### src/rtl/mems_spi_pkg.sv
`timescale 1ns/1ps
// Shared definitions for the MEMS SPI link: frame width, responder states and
// the SCK mode, so master and slave agree on one source.
package mems_spi_pkg;

  localparam int unsigned MEMS_SPI_DATA_W = 24;

  typedef enum logic [1:0] {
    ST_IDLE,
    ST_ACTIVE,
    ST_DONE
  } state_t;

  typedef struct packed {
    logic cpol;  // idle level of sck
    logic cpha;  // 0: sample on leading edge, shift on trailing edge
  } sck_mode_t;

  localparam sck_mode_t MEMS_SCK_MODE = '{cpol: 1'b0, cpha: 1'b0};

endpackage

### src/rtl/mems_sync_edge.sv
`timescale 1ns/1ps
// Multi-flop synchronizer for one asynchronous pin, followed by a delay flop
// that yields single-cycle rise/fall events from the synchronized level.
module mems_sync_edge #(
  parameter int unsigned SYNC_STAGES = 2,
  parameter logic        RESET_VAL   = 1'b0
) (
  input  logic clk,
  input  logic rst_n,
  input  logic din,
  output logic level,
  output logic rise,
  output logic fall
);

  logic [SYNC_STAGES-1:0] sync_q;
  logic                   dly_q;

  always_ff @(posedge clk or negedge rst_n) begin
    if (!rst_n) begin
      sync_q <= {SYNC_STAGES{RESET_VAL}};
      dly_q  <= RESET_VAL;
    end else begin
      sync_q <= {sync_q[SYNC_STAGES-2:0], din};
      dly_q  <= sync_q[SYNC_STAGES-1];
    end
  end

  assign level = sync_q[SYNC_STAGES-1];
  assign rise  = level & ~dly_q;
  assign fall  = ~level & dly_q;

endmodule

### src/rtl/mems_spi_slave.sv
`timescale 1ns/1ps
// SPI responder for the MEMS link, fully in the clk domain: pins are
// oversampled, a preloaded word is returned on MISO, the received word strobed out.
module mems_spi_slave
  import mems_spi_pkg::*;
#(
  parameter int unsigned DATA_W      = MEMS_SPI_DATA_W,
  parameter int unsigned SYNC_STAGES = 2
) (
  input  logic              clk,
  input  logic              rst_n,
  input  logic              sck,
  input  logic              mosi,
  input  logic              cs_n,
  output logic              miso,
  output logic              miso_oe,
  input  logic [DATA_W-1:0] tx_data,
  input  logic              tx_load,
  output logic [DATA_W-1:0] rx_data,
  output logic              new_data,
  output logic              aborted,
  output logic              busy
);

  localparam int unsigned CNT_W = $clog2(DATA_W + 1);

  logic sck_level_unused, sck_rise, sck_fall;
  logic mosi_s, mosi_rise_unused, mosi_fall_unused;
  logic cs_level_unused, cs_rise, cs_fall;
  logic lead_edge, trail_edge;

  state_t            state_q, state_d;
  logic [DATA_W-1:0] tx_buf, tx_shreg, rx_shreg;
  logic [CNT_W-1:0]  bit_cnt;
  logic              complete_q;
  logic              frame_start, do_sample, do_shift, frame_done, abort;

  mems_sync_edge #(.SYNC_STAGES(SYNC_STAGES), .RESET_VAL(1'b0)) u_sync_sck (
    .clk(clk), .rst_n(rst_n), .din(sck),
    .level(sck_level_unused), .rise(sck_rise), .fall(sck_fall)
  );

  mems_sync_edge #(.SYNC_STAGES(SYNC_STAGES), .RESET_VAL(1'b0)) u_sync_mosi (
    .clk(clk), .rst_n(rst_n), .din(mosi),
    .level(mosi_s), .rise(mosi_rise_unused), .fall(mosi_fall_unused)
  );

  mems_sync_edge #(.SYNC_STAGES(SYNC_STAGES), .RESET_VAL(1'b1)) u_sync_cs (
    .clk(clk), .rst_n(rst_n), .din(cs_n),
    .level(cs_level_unused), .rise(cs_rise), .fall(cs_fall)
  );

  assign lead_edge  = MEMS_SCK_MODE.cpol ? sck_fall : sck_rise;
  assign trail_edge = MEMS_SCK_MODE.cpol ? sck_rise : sck_fall;

  always_ff @(posedge clk or negedge rst_n) begin
    if (!rst_n) state_q <= ST_IDLE;
    else        state_q <= state_d;
  end

  always_comb begin
    state_d     = state_q;
    frame_start = 1'b0;
    do_sample   = 1'b0;
    do_shift    = 1'b0;
    frame_done  = 1'b0;
    abort       = 1'b0;
    case (state_q)
      ST_IDLE: begin
        if (cs_fall) begin
          frame_start = 1'b1;
          state_d     = ST_ACTIVE;
        end
      end
      ST_ACTIVE: begin
        do_sample  = lead_edge;
        // A trailing edge before the first sample would drop the MSB.
        do_shift   = trail_edge && (bit_cnt != '0);
        frame_done = lead_edge && (bit_cnt == CNT_W'(DATA_W - 1));
        // Completion wins over a coincident deselect; skip DONE since the
        // cs_n rise event has already been consumed.
        if (frame_done) begin
          state_d = cs_rise ? ST_IDLE : ST_DONE;
        end else if (cs_rise) begin
          abort   = 1'b1;
          state_d = ST_IDLE;
        end
      end
      ST_DONE: begin
        if (cs_rise) state_d = ST_IDLE;
      end
      default: state_d = ST_IDLE;
    endcase
  end

  assign busy = (state_q != ST_IDLE);

  always_ff @(posedge clk or negedge rst_n) begin
    if (!rst_n) begin
      tx_buf     <= '0;
      tx_shreg   <= '0;
      rx_shreg   <= '0;
      bit_cnt    <= '0;
      rx_data    <= '0;
      complete_q <= 1'b0;
      new_data   <= 1'b0;
      aborted    <= 1'b0;
      miso       <= 1'b0;
      miso_oe    <= 1'b0;
    end else begin
      if (tx_load) tx_buf <= tx_data;
      if (frame_start) begin
        tx_shreg <= tx_load ? tx_data : tx_buf;
        rx_shreg <= '0;
        bit_cnt  <= '0;
      end
      if (do_sample) begin
        rx_shreg <= {rx_shreg[DATA_W-2:0], mosi_s};
        bit_cnt  <= bit_cnt + CNT_W'(1);
      end
      if (do_shift) tx_shreg <= {tx_shreg[DATA_W-2:0], 1'b0};
      if (frame_done) rx_data <= {rx_shreg[DATA_W-2:0], mosi_s};
      complete_q <= frame_done;
      new_data   <= complete_q;
      aborted    <= abort;
      // Registered pad outputs add the final cycle of MISO latency.
      miso_oe    <= busy;
      miso       <= busy & tx_shreg[DATA_W-1];
    end
  end

endmodule

### config.mk
export PLATFORM = sky130hd
export DESIGN_NAME = mems_spi_slave
export DESIGN_NICKNAME = d
export VERILOG_FILES = /design/src/rtl/mems_spi_pkg.sv /design/src/rtl/mems_sync_edge.sv /design/src/rtl/mems_spi_slave.sv
export SDC_FILE = /design/constraint.sdc
export NUM_CORES = 1
export LEC_CHECK = 0
export CORE_ASPECT_RATIO = 1.75
export CORE_UTILIZATION = 50
export CTS_BUF_LIST = sky130_fd_sc_hd__clkbuf_2
export CTS_CLUSTER_SIZE = 10
export DETAILED_ROUTE_END_ITERATION = 7
export GPL_TIMING_DRIVEN = 0
export PLACE_DENSITY = 0.73
export SLEW_MARGIN = 20
export SYNTH_ARGS = -nofsm -noshare
export SYNTH_HDL_FRONTEND = slang
export SYNTH_SLANG_ARGS = --single-unit
### constraint.sdc
create_clock -name clk -period 2.3 [get_ports clk]
set_input_delay 0.46 -clock clk [delete_from_list [all_inputs] [get_ports clk]]
set_output_delay 0.46 -clock clk [all_outputs]
set_load 0.02 [all_outputs]
Word level (Yosys, flattened, before mapping)
Cells that the tools add are included.

word-level totals
  bits in registers = 115
  input port bits = 30
  output and inout port bits = 29
  logic and storage cells = 57

cells by class
  add/sub/neg operators = 1
  equality and inequality tests = 4
  muxes and demuxes = 20
  bitwise logic cells = 9
  reductions and logical operators = 7

operators by type and width
  operator               number
  $mux W24               3
  $mux W23               2
  $mux W5                2
  $mux W1                8
  $mux W2                4
  $pmux W2 S3            1
  $reduce_bool A2 Y1     3
  $add A5 B1 Y5 const B  1
  $and A1 B1 Y1          5
  $eq A5 B5 Y1 const B   1
  $reduce_bool A5 Y1     1
  $not A1 Y1             4
  $eq A2 B1 Y1 const B   1
  $eq A2 B2 Y1 const B   1
  $logic_and A1 B1 Y1    2
  $logic_not A2 Y1       1
  $ne A2 B2 Y1 const B   1

Logic depth before layout (Yosys ltp)
Gate-level depths: netlist of run 1.

  depth in word-level cells = 6
  gate-level depth with buffers = 7
  depth with buffers taken out = 5

Cells and area by module
From an unflattened synthesis of run 1, not the netlist that was laid out.

second synthesis, totals
  cell total of the unflattened synthesis = 289
  area, all modules = 4749.6 um^2

modules (own cells, without submodules)
  module                             times used  cells an instance  area each (um^2)
  mems_spi_slave                     1           274                4475.5
  mems_sync_edge at u_sync_mosi ...  2           5                  90.1
  mems_sync_edge at u_sync_cs        1           5                  93.8

Worst setup path after synthesis of run 1
OpenSTA, ideal clock, no wires.

  path kind = input to register
  start point = in tx_load
  end point = reg tx_shreg[10]
  arrival time = 1.891 ns
  path slack = 0.284 ns
  stages = 5
  path buffers = 2
  cell sequence = clkbuf_1 > clkbuf_1 > mux2_2 > mux2_2 > mux2_4

on the way
  longest elaborated chain between the ends = 3

RTL lines
  element                 line                   RTL
  start: declaration      mems_spi_slave.sv:18   input logic tx_load,
  $mux W24                mems_spi_slave.sv:113  tx_shreg <= tx_load ? tx_data : tx_buf;
  $mux W24                mems_spi_slave.sv:112  if (frame_start) begin
  $mux W24                mems_spi_slave.sv:121  if (do_shift) tx_shreg <= {tx_shreg[DATA_W-2:0], 1'b0};
  end signal: assignment  mems_spi_slave.sv:113
  end signal: assignment  mems_spi_slave.sv:121
  end: declaration        mems_spi_slave.sv:33   logic [DATA_W-1:0] tx_buf, tx_shreg, rx_shreg;

Every way passes these cells. The select of a mux whose other input is x is not followed.
A chain may end at the register's enable or synchronous reset.

Worst setup path after layout of run 1
  start point = reg state_q[1]
  end point = out busy

on the way
  longest elaborated chain between the ends = 1

RTL lines
  element                   line                  RTL
  start: declaration        mems_spi_slave.sv:32  state_t state_q, state_d;
  start signal: assignment  mems_spi_slave.sv:58  else state_q <= state_d;
  $reduce_bool A2 Y1        mems_spi_slave.sv:96  assign busy = (state_q != ST_IDLE);
  end: declaration          mems_spi_slave.sv:22  output logic busy

Every way passes these cells.

==> impl_metrics.ini, run 1 <==
[global_routing]
grt_max_degree = 80
grt_pass1_vias = 2824
antenna_found_initial = 1
grt.total_usage = 0.184
grt-ovfl-total = 0
grt_pass1_wl_um = 13100

[power]
ir_drop_mv = 0.400
power.leakage_nw = 2.63
power.density_nw_per_um2 = 803
netSwitchingFraction = 0.255
p_comb_frac = 0.205
intPower_mw = 3.38
totalPowerFinal_mw = 4.54
p_seq_frac = 0.547
power_switching_mw = 1.16
p_clk_frac = 0.248

[timing]
final.period_utilization = 0.943
relSlewSlack = 0.556
rsz0062_at_grt = false
finClkSkew_ns = 0.0219
tightest_slew_ns = 0.661
hold_viol = 0
maxSlewViolCount = 0
fin_crit_ns = 2.17
fmax_mhz = 461
setup_slack_ns = 0.130
setup_viol = 0

[logic_synthesis]
postSynthCellCount = 286
avgSynthCellArea_um2 = 16.2
ys_top_cells_by_area = dfrtp_1 (60%), mux2_2 (18%), mux2_4 (6.1%)
synth_area_leader_cell = dfrtp_1
synth_edf_count = 0
netlist_area_um2 = 4650
ys.flop_type = dfrtp_1
syn-num-nets = 318
synth_cell_types = 36
synth-seq-cells = 115
netlist.area_leader.share = 0.603
ys.warnings.count = 0
synthArstFlopShare = 1.00
ys_seq_area_frac = 0.620

[floorplanning]
fp.coreArea_um2 = 9040
dieHeight_um = 130
die_w_um = 74.9
io_pins = 59
die_area_um2 = 9700
rows = 46
initial_core_util = 0.514

[place]
dp_hpwl_um = 5240
dpl.cell_count = 464
routabilityCongestion = 0.744
io_buffers = 57
placed_cell_area_um2 = 5400
pre_cts_ws_ns = 0.0343

[clock_network]
path_clk_slew_ns = 0.15
numCtsBuffers = 17
clock_path_buffers = 2
clk_latency_ns = 0.63
cts_sinks = 115
h-tree-depth = 4
cts_tree = built
clock-root-buffer = clkbuf_2

[routing]
vias_per_cell = 5.15
wl_um = 7930
drc = 0
route.vias.total = 2587
avgRoutedWirePerCell_um = 15.8
ant_nets = 0
dr.pass1.iters = 4
drt_iter0_drc = 57

[cells_and_area]
final_core_util = 0.626
nets = 404
final_cell_mix = dfrtp_1 (110), mux2_2 (76), clkdlybuf4s50_1 (55)
syn2layout_area_growth_pct = 21.7
stdcell_count = 502
drive_gt1_frac = 0.391
final_cell_area_um2 = 5650
layout_commonest_cell = dfrtp_1
num-fill-cells = 731
multi_input_area_um2 = 1650
seqCellArea_um2 = 2880

[worst_setup_path]
path_max_fanout = 4
end_kind = primary output
worstPathArrival_ns = 1.71
crit_required_ns = 1.84
path_class = register to primary output
rrSetupSlack_ns = 0.15
cp-start-kind = register

[run_status]
status = finished, final reports clean

[flow_run]
maxCapViolCount = 0

[worst_hold_path]
hp-class = input port to register
kinds of logic after synthesis:
group                      Yosys count  synth area share
AOI/OAI and AO/OA                   28            0.0525
muxes                               99             0.254
buffers and inverters               18            0.0258
and+or+nand+nor                     24            0.0417
DFF                                115             0.620
adders and majority gates            2           0.00538
synth_stat cells, types with 2 or more instances:
cell      count
a22o_1       24
buf_12        2
buf_2         4
buf_4         2
clkbuf_1      6
dfrtp_1     112
dfstp_2       3
ha_1          2
inv_1         3
mux2_2       76
mux2_4       19
mux2i_1       3
nand2_1       5
nand2b_1      2
nor2_1        2
flip-flops by register name (all words and copies together) (netlist names):
name,cells
u_sync_cs.sync_q,2
miso_oe,1
rx_data,24
complete_q,1
state_q,2
aborted,1
u_sync_cs.dly_q,1
u_sync_sck.dly_q,1
bit_cnt,5
rx_shreg,23
u_sync_sck.sync_q,2
tx_buf,24
miso,1
u_sync_mosi.sync_q,2
new_data,1
tx_shreg,24
timing repair:
item,in CTS,in global routing
buffers inserted,5,3
hold buffers,1,0
gates resized for setup,3,1
endpoints found under the hold margin,36,0
pin swaps,0,1
setup endpoints to repair,1,10
per-layer routing:
metal / global-route usage / share of wire / vias to the layer above
met5: 0 / 0 / -
met4: 0.0799 / 0.015 / 0
met3: 0.0607 / 0.038 / 12
met2: 0.309 / 0.53 / 56
met1: 0.211 / 0.41 / 1310
li1: - / - / 1209
power groups by stage:
stage / clock, mW / combinational [mW] / sequential, mW
3_3_place_gp: 0 / 0.878 / 2.52
5_1_grt: 1.26 / 1.02 / 2.52
2_1_floorplan: 0 / 0.689 / 2.48
3_5_place_dp: 0 / 0.913 / 2.53
4_1_cts: 1.18 / 0.941 / 2.48
6_report: 1.13 / 0.931 / 2.48
critical path, stage by stage (launching register included):
cell             delay (ns)
dfrtp_2                0.45
or2_2                  0.35
clkdlybuf4s15_1        0.31
stage by stage:
stage | setup TNS [ns] | hold slack [ns]
6_report | 0 | 0.232
5_1_grt | 0 | 0.132
4_1_cts | 0 | 0.167
3_5_place_dp | 0 | 0.335
3_3_place_gp | -396.42 | 0.334
2_1_floorplan | 0 | 0.164
area by class of cell:
class | count | area share
plain buffers | 15 | 0.0193
clock inverters | 11 | 0.0173
flip-flops and latches | 115 | 0.510
diodes | 1 | 0.000443
inverters | 3 | 0.00199
repair buffers | 67 | 0.118
multi-input cells | 153 | 0.291
well taps | 120 | 0.0266
clock buffers | 17 | 0.0150
path summary, 6_finish.rpt:
check                                startpoint                    to  depth (start not counted)
max                                  state_q[1]                  busy                          2
min                                        cs_n   u_sync_cs.sync_q[0]                          1
max reg2reg                          state_q[1]            rx_data[5]                          5
min reg2reg                u_sync_sck.sync_q[0]  u_sync_sck.sync_q[1]                          0
max in group asynchronous                 rst_n          tx_shreg[17]                          3
min in group asynchronous                 rst_n             tx_buf[6]                          2
Power figures use the tool's default switching activity.
==> inputs of run 2 (changes only) <==
Settings changed: CORE_UTILIZATION 50 to 57, PLACE_DENSITY 0.73 to 0.82.
==> run 2 against run 1 <==
Against the previous run:
- sequential power barely moved
- sequential cell count did not move
- critical path type is now register to register
- maximum frequency rose by 0.42%
- utilization rose by 8.8 points
- routed wire length fell by 1.7%
- hold slack got worse by 0.022 ns
- die area fell by 12%
==> impl_metrics.ini, run 2 (synthesis gave the netlist of run 1 again) <==
[routing]
route.vias.total = 2652
met3_length_um = 377
vias_per_cell = 5.58
drt_iter0_drc = 95
drc = 0
topRoutingLayerUsed = met4
dr.pass1.iters = 4
avgRoutedWirePerCell_um = 16.4
wl_um = 7800
wl_met1_um = 3140
ant_nets = 0
wl_met2_um = 4170

[timing]
final.period_utilization = 0.939
holdWs_ns = 0.210
fmax_mhz = 463
final.setup.tns_ns = 0
fin_crit_ns = 2.16
setup_viol = 0
tightest_slew_ns = 0.561
maxSlewViolCount = 0
hold_viol = 0
relSlewSlack = 0.625
rsz0062_at_grt = false
finClkSkew_ns = 0.0247

[worst_hold_path]
min_path_cells = 1
worstHoldStart = cs_n
hp-class = input port to register
holdPathEnd = u_sync_cs.sync_q[0]

[cells_and_area]
top_regs = rx_data: 24 flops, tx_buf: 24 flops, tx_shreg: 24 flops
nets = 404
stdcell_count = 475
syn2layout_area_growth_pct = 21.4
layout_commonest_cell = dfrtp_1
drive_gt1_frac = 0.401
final_core_util = 0.713
final_cell_mix = dfrtp_1 (110), mux2_2 (76), clkdlybuf4s50_1 (55)
num-fill-cells = 554

[clock_network]
h-tree-depth = 4
clock-root-buffer = clkbuf_2
numCtsBuffers = 17
cts_tree = built
cts_sinks = 115
clock_path_buffers = 2
clk_latency_ns = 0.64
path_clk_slew_ns = 0.16

[run_status]
status = finished, final reports clean

[worst_setup_path]
end_kind = register
rrSetupSlack_ns = 0.14
path_class = register to register
r2r_end = tx_shreg[18]
worstPathArrival_ns = 2.69
r2r_start = state_q[1]
crit_required_ns = 2.83
path_max_fanout = 10
crit_start = state_q[1]
reg2regPathDepth = 5
cp-start-kind = register

[floorplanning]
dieHeight_um = 121
die_area_um2 = 8530
rows = 43
fp.coreArea_um2 = 7910
initial_core_util = 0.588
io_pins = 59
die_w_um = 70.3

[global_routing]
antenna_found_initial = 1
grt_max_degree = 69
grt.total_usage = 0.204
grt_pass1_wl_um = 13100
grt-ovfl-total = 0
grt_pass1_vias = 2758

[place]
dpl.cell_count = 434
routabilityCongestion = 0.788
dp_hpwl_um = 5240
io_buffers = 57

[flow_run]
maxCapViolCount = 0

[power]
ir_drop_mv = 0.421
power.density_nw_per_um2 = 811
power.leakage_nw = 2.64
[run 2: where the power goes]
part / leakage [nW] / switching (mW) / internal [mW] / total, mW
combinational: 1.04 / 0.312 / 0.605 / 0.916
clock: 0.135 / 0.681 / 0.493 / 1.17
sequential: 1.47 / 0.167 / 2.32 / 2.49
total: 2.64 / 1.16 / 3.42 / 4.58
[run 2: layout make-up]
cell class / count / area, um2 / area share
well taps: 90 / 113 / 0.0200
flip-flops and latches: 115 / 2880 / 0.511
clock buffers: 22 / 110 / 0.0195
repair buffers: 67 / 677 / 0.120
multi-input cells: 153 / 1650 / 0.292
clock inverters: 9 / 88.8 / 0.0157
plain buffers: 15 / 111 / 0.0197
inverters: 3 / 11.3 / 0.00200
diodes: 1 / 2.50 / 0.000443
[run 2: through the flow]
step,setup slack (ns),total power [mW],instance area (um2)
2_1_floorplan,0.284,3.17,4650
3_3_place_gp,-3.38,3.39,5330
3_5_place_dp,0.0124,3.44,5360
4_1_cts,0.0105,4.65,5610
5_1_grt,0.0154,4.83,5640
6_report,0.139,4.58,5640
[run 2: worst max path at each step]
stage,endpoint,cells after the start,slack [ns]
after floorplan,tx_shreg[10],5,0.28
after global placement,rx_data[17],1,-3.38
after detailed placement,tx_shreg[13],5,0.01
after CTS,tx_shreg[10],5,0.01
after global routing,tx_shreg[18],5,0.02
final,tx_shreg[18],5,0.14
[run 2: critical path, cell delays in order (launching register included)]
cell and delay, ns:
dfrtp_2 0.45, buf_12 0.13, nor4b_4 0.49, buf_2 0.36
mux2_2 0.37, mux2_4 0.25
[run 2: metal layers]
| layer | up-vias | global-route usage |
|---|---|---|
| li1 | 1211 | - |
| met1 | 1359 | 0.235 |
| met2 | 70 | 0.333 |
| met3 | 12 | 0.0772 |
| met4 | 0 | 0.0975 |
| met5 | - | 0 |
[run 2: what timing repair did]
item,CTS,global route
endpoints found under the hold margin,47,0
pin swaps,0,2
setup endpoints to repair,1,34
gates cloned,0,0
hold buffers,1,0
gates resized for setup,4,2
setup buffers,4,4
==> inputs of run 3 (changes only) <==
Settings changed: CORE_ASPECT_RATIO 1.75 to default, PLACE_DENSITY 0.82 to 0.8, SETUP_SLACK_MARGIN from default to 0.3.
==> run 3 against run 2 <==
Against the previous run:
- combinational power rose by 7.5%
- global-route usage rose by 1.0 points
- total power rose by 15%
- routed wire length rose by 4.3%
- die area fell by 0.17%
- design area rose by 3.4%
- critical path type unchanged
- critical endpoint is now tx_shreg[21]
==> impl_metrics.ini, run 3 (synthesis gave the netlist of run 1 again) <==
[routing]
drc = 0
vias_per_cell = 5.37
ant_nets = 0
wl_um = 8140
route.vias.total = 2637
dr.pass1.iters = 4
avgRoutedWirePerCell_um = 16.6
drt_iter0_drc = 82

[worst_setup_path]
cp-start-kind = register
slowest_delay_ns = 0.52
end_kind = register
path_max_fanout = 5
worst_path_max_delay_cell = or4b_4
path_class = register to register
reg2regPathDepth = 7
worstPathArrival_ns = 2.51
crit_required_ns = 2.80
path_cells = inv_1, ha_2, nor4b_4, or4b_4, buf_6, clkbuf_16, mux2_4

[timing]
maxSlewViolCount = 0
fmax_mhz = 498
finClkSkew_ns = 0.0310
rsz0062_at_grt = true
relSlewSlack = 0.622
tightest_slew_ns = 0.567
fin_crit_ns = 2.01
setup_viol = 0
hold_viol = 0
final.period_utilization = 0.873

[global_routing]
grt_pass1_wl_um = 13800
grt_max_degree = 85
grt_pass1_vias = 2829
antenna_found_initial = 0
grt.total_usage = 0.215
grt-ovfl-total = 0

[run_status]
status = finished, final reports clean

[flow_run]
maxCapViolCount = 0

[clock_network]
h-tree-depth = 4
path_clk_slew_ns = 0.17
numCtsBuffers = 17
clock_path_buffers = 2
cts_tree = built
clk_latency_ns = 0.61
clock-root-buffer = clkbuf_2
cts_sinks = 115

[cells_and_area]
syn2layout_area_growth_pct = 25.5
final_cell_mix = dfrtp_1 (110), mux2_2 (76), dlygate4sd2_1 (28)
nets = 408
multi_input_area_um2 = 1670
final_core_util = 0.747
num-fill-cells = 529
antenna_cells = 0
final_cell_area_um2 = 5830
drive_gt1_frac = 0.429
seqCellArea_um2 = 2880
layout_commonest_cell = dfrtp_1
top_regs = rx_data: 24 flops, tx_buf: 24 flops, tx_shreg: 24 flops

[place]
io_buffers = 57
routabilityCongestion = 0.672
placed_cell_area_um2 = 5370
dp_hpwl_um = 4940

[power]
totalPowerFinal_mw = 5.26
ir_drop_mv = 0.456
power.leakage_nw = 2.87
power.density_nw_per_um2 = 901

[worst_hold_path]
min_path_cells = 1
hp-class = input port to register

[floorplanning]
die_area_um2 = 8520
die_w_um = 92.3
io_pins = 59
initial_core_util = 0.595
dieHeight_um = 92.3
rows = 32
fp.coreArea_um2 = 7810
==> run 3: changes by cell type in the layout (fill, tap and decap cells not counted), moves of 2 or more <==
cell / before / now
buf_4: 9 / 13
clkinv_1: 5 / 3
bufinv_16: 2 / 7
dlygate4sd2_1: 0 / 28
clkdlybuf4s50_1: 55 / 27
clkbuf_2: 23 / 18
clkbuf_1: 6 / 4
clkinv_4: 0 / 4
==> run 3: metrics by stage <==
stage	instances	TNS (ns)	hold slack (ns)	setup slack [ns]
6_report	491	0	0.249	0.293
5_1_grt	491	0	0.185	0.241
4_1_cts	489	0	0.174	0.213
3_5_place_dp	446	-0.00412	0.338	-0.00412
3_3_place_gp	445	-394.83	0.333	-3.48
2_1_floorplan	286	0	0.164	0.284
==> run 3: layout make-up <==
class                           count  share of cell area
Buffer                             15              0.0197
Clock buffer                       17              0.0146
Clock inverter                     15              0.0448
Inverter                            3             0.00193
Multi-Input combinational cell    153               0.287
Sequential cell                   115               0.494
Tap cell                          102              0.0219
Timing Repair Buffer               71               0.116
==> run 3: path summary, 6_finish.rpt <==
| path | startpoint | endpoint | slack, ns |
|---|---|---|---|
| max in group asynchronous | rst_n | u_sync_cs.sync_q[1] | 1.31 |
| min | cs_n | u_sync_cs.sync_q[0] | 0.25 |
| min in group asynchronous | rst_n | tx_buf[10] | 0.27 |
| min reg2reg | complete_q | new_data | 0.38 |
| max | bit_cnt[1] | tx_shreg[21] | 0.29 |
| max reg2reg | bit_cnt[1] | tx_shreg[21] | 0.29 |
==> run 3: per-layer routing <==
layer,routed length [um],share of wire,vias up,track usage
met2,3950,0.49,80,0.344
met1,3630,0.45,1341,0.273
li1,-,-,1210,-
met5,0,0,-,0
met3,491,0.060,6,0.0731
met4,62,0.0076,0,0.0781
==> run 3: where the power goes <==
group	total [mW]	internal [mW]	switching (mW)
sequential	2.49	2.32	0.166
clock	1.79	1.03	0.751
combinational	0.985	0.645	0.339
==> run 3: worst max-delay path, delay by kind of cell, from the launching register on <==
family | cells | cell delay, ns
fa+ha+maj | 1 | 0.18
buf+inv | 3 | 0.38
flops | 1 | 0.43
mux | 1 | 0.29
simple gates | 2 | 0.64
==> run 3: repair_timing <==
action	in CTS	in global routing
endpoints found under the hold margin	31	0
pin swaps	3	3
endpoints found under the setup margin	67	47
hold buffers	1	0
buffers inserted	10	1
gates cloned	0	1
gates resized for setup	34	12
